--- src/rtl/dcsk_chip_sequencer_pkg.sv ---
// Shared types and helpers for the DCSK chip sequencer.
// Covers the spreading-factor encoding, the FSM states and the half-length calculation.
package dcsk_chip_sequencer_pkg;

   typedef enum logic [1:0] {SF2, SF4, SF8, SF16} sf_t;
   typedef enum logic {PH_REF, PH_DATA} chip_phase_t;
   typedef enum logic [1:0] {IDLE, REF, DATA} seq_state_t;

   // Chips per half-symbol: SF = 2**(sel+1), so half = 2**sel.
   function automatic int sf_half_len(input int sel);
      return 1 << sel;
   endfunction

   function automatic int max1(input int v);
      return (v < 1) ? 1 : v;
   endfunction

endpackage

--- src/rtl/dcsk_chip_sequencer_chip_rate_div.sv ---
// Divides the clock down to the chip rate.
// A clear on accept re-phases the counter so the first strobe lands CHIP_DIV cycles later.
module chip_rate_div #(
   parameter int CHIP_DIV = 1
) (
   input  logic clk,
   input  logic rst_n,
   input  logic clr,
   input  logic en,
   output logic stb
);
   localparam int CW = (CHIP_DIV > 1) ? $clog2(CHIP_DIV) : 1;
   localparam logic [CW-1:0] LAST = CW'(CHIP_DIV - 1);

   logic [CW-1:0] cnt;

   always_ff @(posedge clk or negedge rst_n) begin
      if (!rst_n) begin
         cnt <= '0;
      end else if (clr) begin
         cnt <= '0;
      end else if (en) begin
         cnt <= (cnt == LAST) ? '0 : cnt + CW'(1);
      end
   end

   assign stb = en & (cnt == LAST);
endmodule

--- src/rtl/dcsk_chip_sequencer.sv ---
// DCSK symbol framer: one message bit per symbol, split into reference and data halves.
// It emits per-chip strobes with phase and index for the chaos generator and modulator.
module dcsk_chip_sequencer
   import dcsk_chip_sequencer_pkg::*;
#(
   parameter  int MAX_SF_LOG2 = 4,
   parameter  int CHIP_DIV    = 1,
   localparam int SF_SEL_W    = max1($clog2(MAX_SF_LOG2)),
   localparam int IDX_W       = max1(MAX_SF_LOG2 - 1)
) (
   input  logic                clk,
   input  logic                rst_n,
   input  logic [SF_SEL_W-1:0] sf_sel,
   input  logic                bit_valid,
   input  logic                bit_data,
   output logic                bit_ready,
   output logic                chip_stb,
   output logic                chip_phase,
   output logic [IDX_W-1:0]    chip_idx,
   output logic                chip_bit,
   output logic                sym_start,
   output logic                sym_end,
   output logic [SF_SEL_W-1:0] active_sf,
   output logic                busy,
   output logic                sf_err
);
   seq_state_t          state;
   logic [IDX_W-1:0]    idx_q;
   logic                accept, last, sel_oor;
   logic [SF_SEL_W-1:0] sel_clamped;

   assign sel_oor     = int'(sf_sel) > (MAX_SF_LOG2 - 1);
   assign sel_clamped = sel_oor ? SF_SEL_W'(MAX_SF_LOG2 - 1) : sf_sel;

   assign busy       = (state != IDLE);
   assign chip_phase = (state == DATA) ? PH_DATA : PH_REF;
   assign chip_idx   = idx_q;
   assign last       = (idx_q == IDX_W'(sf_half_len(int'(active_sf)) - 1));
   assign sym_start  = chip_stb & (state == REF) & (idx_q == '0);
   assign sym_end    = chip_stb & (state == DATA) & last;
   // The last data chip doubles as an accept slot so back-to-back symbols stay gapless.
   assign bit_ready  = (state == IDLE) | (chip_stb & sym_end);
   assign accept     = bit_valid & bit_ready;

   chip_rate_div #(.CHIP_DIV(CHIP_DIV)) u_div (
      .clk   (clk),
      .rst_n (rst_n),
      .clr   (accept),
      .en    (busy),
      .stb   (chip_stb)
   );

   always_ff @(posedge clk or negedge rst_n) begin
      if (!rst_n) begin
         state     <= IDLE;
         idx_q     <= '0;
         chip_bit  <= 1'b0;
         active_sf <= '0;
         sf_err    <= 1'b0;
      end else begin
         sf_err <= 1'b0;
         if (accept) begin
            state     <= REF;
            idx_q     <= '0;
            chip_bit  <= bit_data;
            active_sf <= sel_clamped;
            sf_err    <= sel_oor;
         end else if (chip_stb) begin
            if (last) begin
               idx_q <= '0;
               state <= (state == REF) ? DATA : IDLE;
            end else begin
               idx_q <= idx_q + IDX_W'(1);
            end
         end
      end
   end
endmodule

--- config.mk ---
export PLATFORM = sky130hd
export DESIGN_NAME = dcsk_chip_sequencer
export DESIGN_NICKNAME = d
export VERILOG_FILES = /design/src/rtl/dcsk_chip_sequencer_pkg.sv /design/src/rtl/dcsk_chip_sequencer_chip_rate_div.sv /design/src/rtl/dcsk_chip_sequencer.sv
export SDC_FILE = /design/constraint.sdc
export NUM_CORES = 1
export LEC_CHECK = 0
export ABC_AREA = 1
export CAP_MARGIN = 20
export CORE_AREA = 2 2 39 41
export CTS_BUF_LIST = sky130_fd_sc_hd__clkbuf_8 sky130_fd_sc_hd__clkbuf_16
export DETAILED_ROUTE_END_ITERATION = 16
export DIE_AREA = 0 0 41 43
export GPL_TIMING_DRIVEN = 0
export PLACE_DENSITY = 0.83
export SLEW_MARGIN = 10
export SYNTH_ARGS = -nofsm -noshare
export SYNTH_HDL_FRONTEND = slang
export SYNTH_SLANG_ARGS = --single-unit
--- constraint.sdc ---
create_clock -name clk -period 1.7 [get_ports clk]
set_clock_uncertainty 0.1 [all_clocks]
set_input_delay 0.255 -clock clk [delete_from_list [all_inputs] [get_ports clk]]
set_output_delay 0.255 -clock clk [all_outputs]
set_load 0.03 [all_outputs]
==> results.md <==
- Status: complete, but fails checks
- Failing checks: negative setup slack
- Initial DRC Count: 5
- Time the worst path needs with I/O delays and setup: 1.75 ns
- H-Tree Depth: 1
- Grt ovf: 0
- Total power: between 1500 and 2000 uW
- Max Slew Vio Count: 0
- Routed WL: around 1.1 mm
- Final RePlAce weighted congestion: between 0.7 and 0.8
- #FFs+latches synth: 8
- First-pass GRT wire length: 1.68 mm
- Clock transition at path regs: around 0.04 ns
- CP Class: register to output pin
- Via density: between 4 and 5
- Setup slack at placement: -0.336 ns
- Synth Net Count: 70
- RSZ-0062 raised after global routing: yes
- Sequential share of the synthesized area: a little under two fifths
- Tightest Hold Check Type: input port to asynchronous set/reset pin
- Pwr/cell area: roughly 2300 mW/mm^2
- Critical path fanouts, max: 7
- Clk sinks: 8
- Yosys cell types: 22
- Via count: approximately 470
- Port Buf Inserts: 17
- Filler cells: 125
- Die width: roughly 40 um
- R2r setup slk: roughly 0.21 ns
- Synth top area share: around 38%
- Hold_ws: approximately 0.22 ns
- Starting Density: roughly two fifths
- LEAKAGE: 0.000397 uW
- Maximum vdd drop: about 1100 uV
- Max cap viols: 0
- Reg2Reg Depth: 7
- Gr usage total: 14.3%
- Clock root buffer: clkbuf_8
- Post-CTS Hold Buffers: 0
- Tcrit/Tclk final: 103%
- DR pass1 iterations: 4
- Worst Path Arrival: 1.40 ns
- Finished Layout Cells: 100
- Top cells by area, synth: dfrtp_1, nand2_1, nand3_4
- Syn Inst Count: between 60 and 70
- Largest net degree at the start of global routing: 9
- Final setup violation count: 1
- Io pins: 19
- Critical Path End Type: output pin
- Initial antenna violation count: 0
- Area Growth Syn to Fin: 50.5%
- Core area: 0.00138 mm^2
- Top cell type by total area after synthesis: dfrtp_1
- Fmax: about 570 MHz
- Final WS setup: -0.0520 ns
- Mapped Area: between 500 and 600 um^2
- WL/cell: between 10 and 15 um
- Layout cells sized above 1: 34.5%
- Ys Warns: 0
- CTS tree: done
- # DRC: 0
- Final Hold Viols: 0
- Clk buf depth: 2
- Antenna cells: 0
- Syn Area/Cell: between 8 and 9 um^2
- Worst skew pair latency: roughly 0.23 ns
- Die footprint: 0.00176 mm^2
- Nets: 94
- FF-to-FF Start: active_sf[1]$_DFFE_PN0N_
- WP data required: 1.34 ns
- Die Ht: ~43 um
- TritonCTS Buffers: 3
- Dpl cells: 95
- HPWL Detailed: around 800 um
- R2r endpoint: chip_idx[0]$_DFFE_PN0P_
- CP Launch Type: register
- Core Rows: 14
- Vias in the first global route: 403
- Final ANT Viol Nets: 0
-- cell usage in the layout (no fill, tap or decap) --
master / instances
inv_4: 1
dfrtp_2: 5
inv_1: 5
clkdlybuf4s50_1: 8
o21ai_0: 2
a21oi_2: 2
dfrtp_1: 3
nor2_1: 3
buf_6: 1
buf_2: 1
ha_1: 2
nand4_1: 3
nand2_1: 18
xnor2_2: 1
dlymetal6s2s_1: 2
nand3_1: 1
nand2_4: 1
nor3_2: 1
dlygate4sd2_1: 3
o21ai_1: 3
clkinv_2: 1
xor2_1: 1
o31ai_4: 1
nand3_4: 3
clkbuf_8: 3
inv_2: 1
nand2_2: 1
conb_1: 1
clkdlybuf4s15_2: 1
buf_4: 5
-- metal layers --
layer	track usage (%)	wire, um	vias up
met5	0	0	-
met4	8.00	8	0
met3	3.14	32	2
met2	20.9	554	8
met1	18.8	469	217
li1	-	-	245
-- power by group --
group	internal [uW]	switching, uW	leakage (uW)
Combinational	480	694	0.000281
Sequential	290	138	0.0000944
Clock	153	71.3	0.0000216
-- metrics by stage --
step / area, um^2 / util, % / setup TNS, ns
2_1_floorplan: 539 / - / -0.0312
3_3_place_gp: 729 / 52.7 / -0.886
3_5_place_dp: 729 / 52.7 / -0.970
4_1_cts: 788 / 57.0 / -0.126
5_1_grt: 798 / 57.7 / -0.103
6_report: 798 / 57.7 / -0.0520
-- final cells by class --
type / count / area [um^2] / area share, %
multi-input combinational: 44 / 300 / 37.6
tap: 16 / 20.0 / 2.51
clock buffer: 3 / 41.3 / 5.17
inverter: 8 / 33.8 / 4.23
buffer: 2 / 15.0 / 1.88
sequential: 8 / 206 / 25.9
timing repair buffer: 19 / 181 / 22.7
-- worst max-delay path, cell delays in order (launching register included) --
cell and delay [ns]:
dfrtp_2 0.45, nor2_1 0.10, nand2_1 0.07, nand2_2 0.08
nand3_4 0.07, buf_6 0.13, nor3_2 0.10, buf_4 0.18
-- cells by family after synthesis --
| family | count (synthesis) | share of synthesized area (%) |
|---|---|---|
| simple gates | 31 | 33.0 |
| xor+xnor | 2 | 3.30 |
| compound gates | 8 | 11.3 |
| flops | 8 | 37.7 |
| fa+ha+maj | 2 | 4.72 |
| other cells | 1 | 0.707 |
| buf+inv | 10 | 9.20 |
-- timing repair --
action	in CTS	in global routing
buffers inserted	1	1
resized for setup	27	7
endpoints found under the setup margin	8	4
pin swaps	1	0
-- sequential cells by signal, indices dropped and copies added, names as in the netlist --
register	flops
chip_idx	3
state	2
chip_bit	1
active_sf	2
-- worst max path at each step --
stage,startpoint,slack [ns],end,depth (start not counted)
floorplan,active_sf[1]$_DFFE_PN0N_,-0.03,sym_end,3
global placement,active_sf[1]$_DFFE_PN0N_,-0.31,bit_ready,4
detailed placement,active_sf[1]$_DFFE_PN0N_,-0.34,bit_ready,4
CTS,active_sf[1]$_DFFE_PN0N_,-0.06,sym_end,7
global route,active_sf[1]$_DFFE_PN0N_,-0.10,sym_end,7
finish,active_sf[1]$_DFFE_PN0N_,-0.05,sym_end,7
-- cell usage after synthesis --
cell type,n
xor2_1,1
nor3_1,1
o31ai_4,1
buf_4,2
nand4_1,3
nand3_1,1
o21ai_0,2
nand2_4,1
xnor2_1,1
dfrtp_1,8
o21ai_1,3
conb_1,1
a21oi_1,1
a21oi_2,1
inv_2,1
nand2_1,19
ha_1,2
nand3_4,3
inv_1,5
nor2_1,3
inv_4,1
clkinv_2,1
(Power assumes the default switching activity.)
==> RTL edit 1, RTL diff (config.mk and constraints unchanged) <==
The 3 states of `seq_state_t` get a one-hot encoding in 3 bits.
--- a/src/rtl/dcsk_chip_sequencer_pkg.sv
+++ b/src/rtl/dcsk_chip_sequencer_pkg.sv
@@ -4,7 +4,7 @@
 
    typedef enum logic [1:0] {SF2, SF4, SF8, SF16} sf_t;
    typedef enum logic {PH_REF, PH_DATA} chip_phase_t;
-   typedef enum logic [1:0] {IDLE, REF, DATA} seq_state_t;
+   typedef enum logic [2:0] {IDLE = 3'b001, REF = 3'b010, DATA = 3'b100} seq_state_t;
 
    // Chips per half-symbol: SF = 2**(sel+1), so half = 2**sel.
    function automatic int sf_half_len(input int sel);
Function: no difference found for any inputs over 10 cycles, from zero or initial values and one cycle with rst_n low; not proved beyond that.
==> RTL edit 1 against the original RTL <==
- the run still ends with negative setup slack left
- routed wire length is 20% higher
- worst setup slack better by 0.018 ns
- total power up 2.9%
- fmax up 1.0%
- sequential cell count rose by 1
- synthesized area rose by 6.1%
- sequential power grew 10%
- clock power is 11% higher
- count of clock-buffer cells in the layout did not move
- utilization is 3.6 points higher
- critical endpoint is now bit_ready
- cell area increased by 6.3%
==> RTL edit 1: results (changes against the original RTL) <==
Run status
  • Failing checks: negative setup slack
  • Status: finished with violations

Timing
  • PnR worst setup slack: -0.0341 ns (+0.0178 ns)
  • TNS Setup: -0.0341 ns (+0.0178 ns)
  • Final setup violation count: 1 (unchanged)

Synthesis
  • Gate Count Post-Synth: 69 (+11%)
  • Synth Area in Adders: 0.0444 (-0.00273)
  • Synth unique cells: 23 (+4.5%)
  • Synth Net Count: 77 (+10%)
  • Top post-synthesis cells by count: nand2_1, inv_1, dfrtp_1
  • Post-synthesis compound-gate area fraction: 0.124 (+0.0112)
  • Ranking of synthesized cells by area: dfrtp_1, nand2_1, nand3_1

Clock network
  • Post-CTS setup buffers: 2 (+1)

Setup path
  • R2r setup slk: 0.10 ns (-0.11 ns)
  • Cells on worst reg2reg path: 5 (-2)
  • Worst Path Arrival: 1.38 ns (-0.02 ns)

Detailed routing
  • Via density: 4.84 (+2.6%)
  • Vias post-DR: 523 (+11%)
  • WL met2: 657 um (+19%)

Final layout
  • Layout cell share with drive strength beyond 1: 0.337 (-0.00828)
  • Final Net Count: 101 (+7.4%)
  • Fillers: 122 (-2.4%)

Global routing
  • Largest net degree at the start of global routing: 10 (+1)

Place
  • Worst slack, placed: -0.460 ns (-0.124 ns)
  • DP Area: 756 um2 (+3.6%)
  • GPL Wtd Cong: 0.782 (+3.8%)

Power and ir drop
  • Static Leak: 0.000462 uW (+16%)
  • Final Power: 1880 uW (+2.9%)
  • Sw Share: 0.493 (-0.00192)
  • Logic pwr share: 0.616 (-0.027)
==> RTL edit 1: cell count changes in the layout (fill, tap and decap cells not counted), moves of 2 or more <==
cell	delta
a21oi_2	-2
buf_2	+2
clkdlybuf4s50_1	-2
dfrtp_1	+2
dfrtp_2	-2
inv_1	+3
nand3_1	+4
nand3_2	+2
nand3_4	-3
nand4_1	-2
o21ai_1	-3
==> RTL edit 1: final cells by class <==
| cell class | instances | share of cell area |
|---|---|---|
| flip-flops and latches | 9 | 0.271 |
| multi-input cells | 48 | 0.389 |
| clock inverters | 1 | 0.00590 |
| clock buffers | 3 | 0.0487 |
| well taps | 16 | 0.0236 |
| plain buffers | 2 | 0.0177 |
| repair buffers | 19 | 0.199 |
| inverters | 10 | 0.0442 |
==> RTL edit 1: worst reg2reg max path, cell delays in order (launching register included) <==
cell	delay, ns
dfstp_2	0.58
inv_1	0.10
o41ai_4	0.42
nand2_1	0.14
nand2_1	0.09
nand2_1	0.05
==> RTL edit 2, RTL diff (same settings) <==
Without the edit above. `MAX_SF_LOG2`: 4 -> 2.
--- a/src/rtl/dcsk_chip_sequencer.sv
+++ b/src/rtl/dcsk_chip_sequencer.sv
@@ -3,7 +3,7 @@
 module dcsk_chip_sequencer
    import dcsk_chip_sequencer_pkg::*;
 #(
-   parameter  int MAX_SF_LOG2 = 4,
+   parameter  int MAX_SF_LOG2 = 2,
    parameter  int CHIP_DIV    = 1,
    localparam int SF_SEL_W    = max1($clog2(MAX_SF_LOG2)),
    localparam int IDX_W       = max1(MAX_SF_LOG2 - 1)
Ports: changed (resized active_sf, chip_idx and sf_sel); port bits go from 19 to 15. No check against the original RTL was run, so the function may have changed too.
==> RTL edit 2 against the original RTL <==
- utilization is 21 points lower
- total power is 36% lower
- sequential cell count is 3 lower
- first-iteration DRC count grew 20%
- worst setup slack better by 0.087 ns
- synthesized area is 47% lower
- worst hold slack got worse by 0.063 ns
- count of clock-buffer cells in the layout stayed put
- cell area is 37% lower
- routed wire length fell by 37%
- combinational power shrank 39%
==> RTL edit 2: results (changes against the original RTL) <==
Synthesis
  • Top post-synthesis cells by count: nand2_1, inv_1, dfrtp_1
  • Synth Net Count: 42 (-40%)
  • Ranking of synthesized cells by area: dfrtp_1, nand2_1, inv_1

Final layout
  • Max reg flops: 2 (-1)
  • Final Net Count: 62 (-34%)
  • Fillers: 150 (+20%)
  • Layout cell share with drive strength beyond 1: 0.327 (-0.0180)

Clock network
  • Post-CTS resize count: 18 (-33%)
  • Post-CTS setup buffers: 0 (-1)

Setup path
  • Max incr delay on CP: 0.69 ns (+0.24 ns)
  • Critical-path top delay cell: clkdlybuf4s50_1
  • Worst Path Arrival: 1.31 ns (-0.09 ns)
  • Critical path destination: active_sf
  • Top Family by Delay on Critical Path: buffers and inverters
  • R2r setup slk: 0.35 ns (+0.14 ns)
  • Critical Path Source: active_sf
  • CP max FO: 3 (-4)
  • Reg-to-reg endpoint: chip_bit
  • R2r startpoint: chip_idx

Power and ir drop
  • Logic pwr share: 0.610 (-0.033)
  • Combinational cell power: 716 uW (-39%)
  • NetSw: 562 uW (-38%)
  • Clock share of power: 0.185 (+0.062)
  • Static Leak: 0.000272 uW (-31%)
  • Max VDD drop: 0.543 mV (-49%)

Place
  • DP Area: 442 um2 (-39%)
  • Dpl cells: 65 (-32%)
  • Port bufs: 13 (-4)
  • GPL Wtd Cong: 0.742 (-1.5%)

Detailed routing
  • Avg WL per Cell: 9.45 um (-11%)
  • 1st-iter DRT viols: 6 (+1)

Global routing
  • Met2 usage: 0.113 (-0.0969)
  • Gr usage total: 0.0829 (-0.0605)
  • Largest net degree at the start of global routing: 7 (-2)
  • GR Layer Usage met3: 0.0157 (-0.0157)
  • Met1 usage: 0.0921 (-0.0958)
  • Number of global-route vias before repair: 249 (-38%)

Timing
  • Min cycle time layout: 1.67 ns (-0.0866 ns)
  • WHS: 0.154 ns (-0.0633 ns)

Run status
  • Status: finished clean
-- RTL edit 2: cell types whose count changed in the layout (fill, tap and decap cells not counted), sizes merged, moves of 2 or more --
cell           unedited run  this run
clkdlybuf4s50             8         6
clkbuf                    3         5
o21ai                     5         2
dfrtp                     8         5
nand4                     3         0
nand2                    20         8
-- RTL edit 2: area by class of cell --
type / instances / share of cell area
Buffer: 2 / 0.0298
Clock buffer: 3 / 0.0819
Clock inverter: 1 / 0.00744
Inverter: 7 / 0.0521
Multi-Input combinational cell: 22 / 0.273
Sequential cell: 5 / 0.251
Tap cell: 16 / 0.0397
Timing Repair Buffer: 15 / 0.266
-- RTL edit 2: kinds of logic after synthesis --
family / Yosys count / share of synthesized area
and+or+nand+nor: 16 / 0.263
buffers and inverters: 9 / 0.147
DFF: 5 / 0.446
AOI/OAI and AO/OA: 4 / 0.0848
adders and majority gates: 1 / 0.0446
other: 1 / 0.0134
